$ cat src/rtl/memory_access_if.sv
// Execute->Memory stage bus: Execute results in, MEM/WB results out.
interface memory_access_if;
  logic        ivalid;
  logic        iSig_MemRead;
  logic        iSig_MemWrite;
  logic        iSig_Branch;
  logic        iSig_RegWrite;
  logic        iSig_MemtoReg;
  logic [31:0] iadder_branch_result;
  logic        iALU_zero;
  logic [31:0] iALU_result;
  logic [31:0] iregfile_read_2;
  logic [4:0]  ireg_write_reg;
  logic        ostall;
  logic        ovalid;
  logic        oPCSrc;
  logic [31:0] obranch_target;
  logic        oSig_RegWrite;
  logic        oSig_MemtoReg;
  logic [31:0] omem_read_data;
  logic [31:0] oALU_result;
  logic [4:0]  oreg_write_reg;
  logic        omisaligned;

  modport master (
    output ivalid, iSig_MemRead, iSig_MemWrite, iSig_Branch, iSig_RegWrite, iSig_MemtoReg,
           iadder_branch_result, iALU_zero, iALU_result, iregfile_read_2, ireg_write_reg,
    input  ostall, ovalid, oPCSrc, obranch_target, oSig_RegWrite, oSig_MemtoReg,
           omem_read_data, oALU_result, oreg_write_reg, omisaligned
  );

  modport slave (
    input  ivalid, iSig_MemRead, iSig_MemWrite, iSig_Branch, iSig_RegWrite, iSig_MemtoReg,
           iadder_branch_result, iALU_zero, iALU_result, iregfile_read_2, ireg_write_reg,
    output ostall, ovalid, oPCSrc, obranch_target, oSig_RegWrite, oSig_MemtoReg,
           omem_read_data, oALU_result, oreg_write_reg, omisaligned
  );
endinterface

$ cat src/rtl/memory_access.sv
// Pipeline memory stage: 64x32 data memory, 1-cycle non-loads, 2-cycle loads (stalls upstream).
// Optional MEM_ALIGN_CHECK_EN: misaligned loads/stores fault in one cycle without touching memory.
module memory_access (
  input logic             clk,
  input logic             rst,
  memory_access_if.slave  bus
);
  localparam logic [0:0] IDLE    = 1'b0;
  localparam logic [0:0] RD_WAIT = 1'b1;

  logic [0:0]  state;
  logic [31:0] mem [0:63];

  logic [5:0]  lat_idx;
  logic [31:0] lat_alu;
  logic [4:0]  lat_dst;
  logic        lat_regwrite;
  logic        lat_memtoreg;
  logic        lat_pcsrc;

  logic accept;
  logic misaligned;
  logic is_store;
  logic is_load;

  always_comb begin
    misaligned = 1'b0;
`ifdef MEM_ALIGN_CHECK_EN
    misaligned = (bus.iSig_MemRead | bus.iSig_MemWrite) & (|bus.iALU_result[1:0]);
`endif
    accept   = bus.ivalid & (state == IDLE) & ~rst;
    // Read+write together behaves as a store only.
    is_store = accept & bus.iSig_MemWrite & ~misaligned;
    is_load  = accept & bus.iSig_MemRead & ~bus.iSig_MemWrite & ~misaligned;
  end

  assign bus.ostall = (state == RD_WAIT);

  // Memory is deliberately left out of reset; accept already excludes rst.
  always_ff @(posedge clk) begin
    if (is_store)
      mem[bus.iALU_result[7:2]] <= bus.iregfile_read_2;
  end

`ifdef MEM_ALIGN_CHECK_EN
  logic mis_q;
  always_ff @(posedge clk) begin
    if (rst) mis_q <= 1'b0;
    else     mis_q <= accept & misaligned;
  end
  assign bus.omisaligned = mis_q;
`else
  assign bus.omisaligned = 1'b0;
`endif

  always_ff @(posedge clk) begin
    if (rst) begin
      state              <= IDLE;
      bus.ovalid         <= 1'b0;
      bus.oPCSrc         <= 1'b0;
      bus.obranch_target <= '0;
      bus.oSig_RegWrite  <= 1'b0;
      bus.oSig_MemtoReg  <= 1'b0;
      bus.omem_read_data <= '0;
      bus.oALU_result    <= '0;
      bus.oreg_write_reg <= '0;
      lat_idx            <= '0;
      lat_alu            <= '0;
      lat_dst            <= '0;
      lat_regwrite       <= 1'b0;
      lat_memtoreg       <= 1'b0;
      lat_pcsrc          <= 1'b0;
    end else begin
      bus.ovalid <= 1'b0;
      bus.oPCSrc <= 1'b0;
      if (state == RD_WAIT) begin
        bus.omem_read_data <= mem[lat_idx];
        bus.oALU_result    <= lat_alu;
        bus.oreg_write_reg <= lat_dst;
        bus.oSig_RegWrite  <= lat_regwrite;
        bus.oSig_MemtoReg  <= lat_memtoreg;
        bus.oPCSrc         <= lat_pcsrc;
        bus.ovalid         <= 1'b1;
        state              <= IDLE;
      end else if (accept) begin
        bus.obranch_target <= bus.iadder_branch_result;
        if (is_load) begin
          lat_idx      <= bus.iALU_result[7:2];
          lat_alu      <= bus.iALU_result;
          lat_dst      <= bus.ireg_write_reg;
          lat_regwrite <= bus.iSig_RegWrite;
          lat_memtoreg <= bus.iSig_MemtoReg;
          lat_pcsrc    <= bus.iSig_Branch & bus.iALU_zero;
          state        <= RD_WAIT;
        end else begin
          bus.oALU_result    <= bus.iALU_result;
          bus.oreg_write_reg <= bus.ireg_write_reg;
          bus.oSig_RegWrite  <= bus.iSig_RegWrite & ~misaligned;
          bus.oSig_MemtoReg  <= bus.iSig_MemtoReg;
          bus.oPCSrc         <= bus.iSig_Branch & bus.iALU_zero;
          bus.ovalid         <= 1'b1;
        end
      end
    end
  end
endmodule

$ cat src/flat_wrapper.sv
// flat-port wrapper written by rule: the top's interface ports become plain ports
module memory_access_flat 
  (clk, rst, bus_ivalid, bus_iSig_MemRead, bus_iSig_MemWrite, bus_iSig_Branch, bus_iSig_RegWrite, bus_iSig_MemtoReg, bus_iadder_branch_result, bus_iALU_zero, bus_iALU_result, bus_iregfile_read_2, bus_ireg_write_reg, bus_ostall, bus_ovalid, bus_oPCSrc, bus_obranch_target, bus_oSig_RegWrite, bus_oSig_MemtoReg, bus_omem_read_data, bus_oALU_result, bus_oreg_write_reg, bus_omisaligned);
  memory_access_if bus_i ();
  input logic clk;
  input logic rst;
  input wire logic [$bits(bus_i.ivalid)-1:0] bus_ivalid;
  input wire logic [$bits(bus_i.iSig_MemRead)-1:0] bus_iSig_MemRead;
  input wire logic [$bits(bus_i.iSig_MemWrite)-1:0] bus_iSig_MemWrite;
  input wire logic [$bits(bus_i.iSig_Branch)-1:0] bus_iSig_Branch;
  input wire logic [$bits(bus_i.iSig_RegWrite)-1:0] bus_iSig_RegWrite;
  input wire logic [$bits(bus_i.iSig_MemtoReg)-1:0] bus_iSig_MemtoReg;
  input wire logic [$bits(bus_i.iadder_branch_result)-1:0] bus_iadder_branch_result;
  input wire logic [$bits(bus_i.iALU_zero)-1:0] bus_iALU_zero;
  input wire logic [$bits(bus_i.iALU_result)-1:0] bus_iALU_result;
  input wire logic [$bits(bus_i.iregfile_read_2)-1:0] bus_iregfile_read_2;
  input wire logic [$bits(bus_i.ireg_write_reg)-1:0] bus_ireg_write_reg;
  output wire logic [$bits(bus_i.ostall)-1:0] bus_ostall;
  output wire logic [$bits(bus_i.ovalid)-1:0] bus_ovalid;
  output wire logic [$bits(bus_i.oPCSrc)-1:0] bus_oPCSrc;
  output wire logic [$bits(bus_i.obranch_target)-1:0] bus_obranch_target;
  output wire logic [$bits(bus_i.oSig_RegWrite)-1:0] bus_oSig_RegWrite;
  output wire logic [$bits(bus_i.oSig_MemtoReg)-1:0] bus_oSig_MemtoReg;
  output wire logic [$bits(bus_i.omem_read_data)-1:0] bus_omem_read_data;
  output wire logic [$bits(bus_i.oALU_result)-1:0] bus_oALU_result;
  output wire logic [$bits(bus_i.oreg_write_reg)-1:0] bus_oreg_write_reg;
  output wire logic [$bits(bus_i.omisaligned)-1:0] bus_omisaligned;
  assign bus_i.ivalid = bus_ivalid;
  assign bus_i.iSig_MemRead = bus_iSig_MemRead;
  assign bus_i.iSig_MemWrite = bus_iSig_MemWrite;
  assign bus_i.iSig_Branch = bus_iSig_Branch;
  assign bus_i.iSig_RegWrite = bus_iSig_RegWrite;
  assign bus_i.iSig_MemtoReg = bus_iSig_MemtoReg;
  assign bus_i.iadder_branch_result = bus_iadder_branch_result;
  assign bus_i.iALU_zero = bus_iALU_zero;
  assign bus_i.iALU_result = bus_iALU_result;
  assign bus_i.iregfile_read_2 = bus_iregfile_read_2;
  assign bus_i.ireg_write_reg = bus_ireg_write_reg;
  assign bus_ostall = bus_i.ostall;
  assign bus_ovalid = bus_i.ovalid;
  assign bus_oPCSrc = bus_i.oPCSrc;
  assign bus_obranch_target = bus_i.obranch_target;
  assign bus_oSig_RegWrite = bus_i.oSig_RegWrite;
  assign bus_oSig_MemtoReg = bus_i.oSig_MemtoReg;
  assign bus_omem_read_data = bus_i.omem_read_data;
  assign bus_oALU_result = bus_i.oALU_result;
  assign bus_oreg_write_reg = bus_i.oreg_write_reg;
  assign bus_omisaligned = bus_i.omisaligned;
  memory_access u_core (.clk(clk), .rst(rst), .bus(bus_i));
endmodule
$ cat config.mk
export PLATFORM = sky130hd
export DESIGN_NAME = memory_access_flat
export DESIGN_NICKNAME = d
export VERILOG_FILES = /design/src/rtl/memory_access_if.sv /design/src/rtl/memory_access.sv /design/src/flat_wrapper.sv
export SDC_FILE = /design/constraint.sdc
export NUM_CORES = 2
export LEC_CHECK = 0
export CORE_MARGIN = 2
export CORE_UTILIZATION = 60
export DETAILED_ROUTE_END_ITERATION = 6
export DONT_BUFFER_PORTS = 1
export PLACE_DENSITY = 0.82
export SKIP_LAST_GASP = 1
export SLEW_MARGIN = 20
export SYNTH_ARGS = -nofsm -noshare
export SYNTH_HDL_FRONTEND = slang
export SYNTH_SLANG_ARGS = --single-unit
$ cat constraint.sdc
create_clock -name clk -period 4.7 [get_ports clk]
set_clock_uncertainty 0.15 [all_clocks]
set_input_delay 0.47 -clock clk [delete_from_list [all_inputs] [get_ports clk]]
set_output_delay 0.47 -clock clk [all_outputs]
set_load 0.02 [all_outputs]
# == Yosys cells after proc, flatten, opt, wreduce, memory -nomap -nowiden ==
# Memories as Yosys holds them, arrays and structs flattened. A register that Yosys moved wholly into a read port is not among the register bits.
# Index checks and enable logic that the tools add are counted.
# op_classes
n_eq_ne,1
muxes,21
n_bitwise,10
n_reduce_logical,5
# op_table
op,count
32-bit two-way mux,3
1-bit two-way mux,15
5-bit two-way mux,3
1-bit bitwise AND,6
1-bit inverter,4
2-bit AND reduction,2
3-bit AND reduction,1
3-bit OR reduction,1
"2-bit by 1-bit inequality test with 1-bit output, second input constant",1
2-bit nonzero test,1
# word_totals
reg_bits,120
mem_bits_rw,2048
in_bits,110
out_inout_bits,107
memories,1
# mem_list
memory,depth,word_bits,read_ports,rd_ports_with_merged_regs,wr,line,source
u_core.mem,64,32,1,1,1,memory_access.sv:12,logic [31:0] mem [0:63];

# == Depth between registers and ports, before layout ==
# logic_depth
ltp_word,8
ltp_mapped,10
mapped_depth_nobuf,5

# == Least setup slack after synthesis ==
# OpenSTA, ideal clock, no wires.
# synth_timing
path_kind,reg2reg
from,"register u_core.state, in the netlist u_core.bus.ostall"
to,memory u_core.mem[63][0] (enable)
setup_ns,0.421
t_arrival_ns,2.957
required_ns,4.129
setup_slack_ns,1.171
stages_incl_launch_ff,6
n_path_buf,2
path_cell_list,dfxtp_1 > clkbuf_1 > nor3b_1 > clkbuf_1 > nand3_1 > nor2_1
# synth_via
elab_chain_len,6
# synth_lines
element,line,source
"start, declared",memory_access.sv:11,logic [0:0] state;
"start signal, assigned",memory_access.sv:58,state <= IDLE;
"start signal, assigned",memory_access.sv:84,state <= IDLE;
"start signal, assigned",memory_access.sv:94,state <= RD_WAIT;
1-bit inverter (no source line),-,
1-bit bitwise AND (2 in a row),memory_access.sv:31,accept = bus.ivalid & (state == IDLE) & ~rst;
1-bit bitwise AND,memory_access.sv:33,is_store = accept & bus.iSig_MemWrite & ~misaligned;
1-bit two-way mux,memory_access.sv:41,if (is_store)
1-bit two-way mux (not written as such),memory_access.sv:42,mem[bus.iALU_result[7:2]] <= bus.iregfile_read_2;
"end, declared",memory_access.sv:12,
# No other way between the ends.

# == Worst setup path after layout ==
# layout_timing
from,"register u_core.state, in the netlist u_core.bus.ostall"
to,register u_core.lat_alu[1]
# layout_via
elab_chain_len,6
# layout_lines
element,line,source
1-bit inverter (no source line) (*),-,
1-bit bitwise AND (2 in a row),memory_access.sv:31,
1-bit bitwise AND (2 in a row),memory_access.sv:34,is_load = accept & bus.iSig_MemRead & ~bus.iSig_MemWrite & ~misaligned;
3-bit AND reduction (no source line) (*),-,
"end signal, assigned",memory_access.sv:89,lat_alu <= bus.iALU_result;
"end, declared",memory_access.sv:15,logic [31:0] lat_alu;
# Mark *: on every way between the ends. The rest lies on a longest branch, timed or not.
# A chain may end at the register's enable or synchronous reset.

==> flow_metrics.py <==
metrics = {
    "outcome": {
        "outcome": "finished clean",
    },
    "drt": {
        "drt-initial-drc-count": 6579,
        "wl_per_cell_um": 34.91,
        "vias_per_cell": 6.957,
        "vias": 45510,
        "wl_um": 228300,
        "detail-route-antenna-nets": 0,
        "drcViolationCount": 0,
        "dr.pass1.iters": 6,
    },
    "timing": {
        "fmax_ghz": 0.2425,
        "setup_tns_ps": 0,
        "tightest_slew_ps": 1299,
        "max-slew-margin-rel": 0.1318,
        "finalWorstSetupSlack_ps": 576.1,
        "hold_violations": 0,
        "fin_crit_ps": 4124,
        "final_max_slew_viol_count": 0,
        "period_share": 0.8774,
        "rsz0062_at_grt": "no",
        "setup_viol": 0,
    },
    "die": {
        "core-area_sq_um": 139500,
        "io_pins": 217,
        "dieHeight_um": 379.1,
        "die_w_um": 379.1,
        "start_util": 0.6052,
        "design.die.area_sq_um": 143800,
        "rows": 137,
    },
    "logic_synthesis": {
        "synthAdderAreaFrac": 0,
        "synth_edf_count": 2048,
        "syn_area_per_cell_sq_um": 20.01,
        "synth_common_cells": "edfxtp_1 (2048), mux4_2 (351), mux2i_1 (326), nor2_1 (170), dfxtp_1 (146)",
        "synth_top_area_share": 0.7283,
        "ys_warn_count": 0,
        "synthTopCellsByArea": "edfxtp_1 (73%), mux4_2 (9.4%), mux2i_1 (3.9%)",
        "synth_xor_area_frac": 0,
        "synth_nets": 4329,
        "syn_area_sq_um": 84440,
        "synth_cells": 4219,
        "synthFlopType": "edfxtp_1",
        "synth_compound_gate_area_share": 0.03562,
        "ys_ff_latch": 2194,
        "yosys.area.top_type": "edfxtp_1",
        "synth_mux_area_frac": 0.1513,
        "synthSimpleGateAreaFrac": 0.03289,
        "synth.most_common_cell": "edfxtp_1",
        "synth_top_family_by_area": "multiplexers",
        "synth_async_sr_flop_share": 0,
        "ys_types": 43,
        "yosysSeqAreaShare": 0.7629,
    },
    "clock_tree": {
        "cts_tree": "built",
        "htreeDepth": 4,
        "cts_resized": 0,
        "cts_hold_buffers": 148,
        "post-cts-setup-buffers": 0,
        "cts.reportedPaths.clkPinSlew_ps": 70,
        "clk_path_buf_depth": 3,
        "cts_root_buf": "clkbuf_16",
        "cts_sinks": 2194,
        "clk_latency_ps": 850,
        "numCtsBuffers": 204,
    },
    "critical_path": {
        "crit_arrival_ps": 4780,
        "r2r_cells": 9,
        "setup.reg_to_reg.worst_slack_ps": 580,
        "endpoint_kind": "register",
        "path_cells": "buf_4 -> nor3b_2 -> buf_4 -> nand3_2 -> inv_1 -> buf_4 -> nand2_1 -> a21oi_1 -> dlygate4sd3_1",
        "path_delay_family": "buffers and inverters",
        "cp_max_fo": 65,
        "r2r-start": "u_core.bus.ostall",
        "start_kind": "register",
        "cpMostUsedCell": "buf_4",
        "critPathKind": "register to register",
        "crit_slowest_cell": "inv_1",
        "required_ps": 5360,
        "critPathBufInv": 5,
        "r2r-end": "u_core.lat_alu[1]",
        "crit_start": "u_core.bus.ostall",
        "max_stage_delay_ps": 680,
    },
    "place": {
        "dp_hpwl_um": 126200,
        "post_dp_cell_area_sq_um": 87500,
        "place_ws_ps": 811.3,
        "place.gp.congestion": 0.8853,
        "dp_cells": 6004,
        "port_buffers": 0,
    },
    "finish": {
        "n_fill_cell": 7930,
        "final_util": 0.6900,
        "fin_cells": 6541,
        "drive_gt1_frac": 0.2170,
        "final_area_sq_um": 96280,
        "syn_to_final_growth_pct": 14.02,
        "largest_reg_flops": 2048,
        "nets": 4595,
    },
    "global_route": {
        "grt_pass1_vias": 45360,
        "grt_pass1_wl_um": 323300,
        "gr-usage-met3": 0.09827,
        "grtUsageMet2": 0.4942,
        "grt-ovfl-total": 0,
        "antenna_found_initial": 16,
        "use_met1": 0.4091,
        "grt.total_usage": 0.3192,
        "grt_busiest_layer": "met2",
        "grt_max_degree": 156,
    },
    "power_and_ir_drop": {
        "power_leakage_nw": 29.27,
        "peakVddDrop_mv": 0.3777,
        "p_per_area_nw_per_um2": 406.8,
    },
    "min_path": {
        "holdPathStages": 3,
        "worstHoldPathType": "input port to register",
        "hold_path_startpoint": "rst",
        "min_to": "u_core.bus.obranch_target[19]",
    },
    "flow_run": {
        "cap_violations": 0,
    },
}
==> routing by layer <==
| layer | share of wire | wire length, um |
|---|---|---|
| met2 | 0.47 | 107100 |
| met4 | 0.060 | 13730 |
| met5 | 0.00032 | 73 |
| met1 | 0.34 | 77330 |
| met3 | 0.13 | 30110 |
==> how the worst max path moves through the flow <==
stage / to / slack [ps] / depth (start not counted)
after floorplan: u_core.mem[63][0] / 1170 / 5
after global placement: u_core.bus.omem_read_data[15] / 430 / 7
after detailed placement: u_core.mem[18][10] / 810 / 5
after CTS: u_core.lat_alu[1] / 680 / 9
after global routing: u_core.lat_alu[1] / 420 / 9
final: u_core.lat_alu[1] / 580 / 9
==> kinds of logic (layout without fill, tap and decap cells) <==
| family | Yosys count | count (layout) |
|---|---|---|
| other | 1 | 6 |
| DFF | 2194 | 2194 |
| buffers and inverters | 261 | 702 |
| AOI/OAI and AO/OA | 431 | 431 |
| and+or+nand+nor | 556 | 556 |
| muxes | 776 | 776 |
==> layout make-up <==
class                      count  area, sq um  share of cell area
timing repair buffer         319         3666             0.03808
multi-input combinational   1764        19170              0.1991
sequential                  2194        64440              0.6693
clock buffer                 270         5555             0.05770
clock inverter               111         1075             0.01116
antenna                        5        12.51           0.0001300
tap                         1876         2347             0.02438
inverter                       2        7.507          0.00007797
==> worst register-to-register path: cells and delay by family (launching register included) <==
| kind | cells | cell delay (ps) |
|---|---|---|
| flops | 1 | 470 |
| simple gates | 3 | 710 |
| buf+inv | 5 | 2580 |
| compound gates | 1 | 160 |
==> stage by stage <==
stage | power [mW] | hold slack [ps]
floorplan | 22.38 | 286.0
global route | 39.93 | 104.9
detailed placement | 22.54 | 295.1
CTS | 39.16 | 52.68
global placement | 22.52 | 288.6
finish | 39.16 | 107.0
==> layout by cell type (no fill, tap or decap), drive strengths merged, types with 36 or more instances in the layout <==
cell         Yosys  layout
edfxtp        2048    2048
mux4           384     384
mux2i          326     326
clkbuf         101     270
buf            158     203
nor2           171     171
dfxtp          146     146
nand2          126     126
dlygate4sd3      0     115
a21oi          105     105
a211oi          97      97
clkinv           0      80
nor2b           77      77
mux2            66      66
a22oi           64      64
nand3           41      41
o21ai           36      36
==> report_power, final <==
group          internal (mW)  switching (mW)  total, mW
sequential              21.4           0.138       21.5
clock                   9.13            7.35       16.5
combinational          0.406           0.749       1.16
total                   30.9            8.24       39.2
Power figures use the tool's default switching activity.
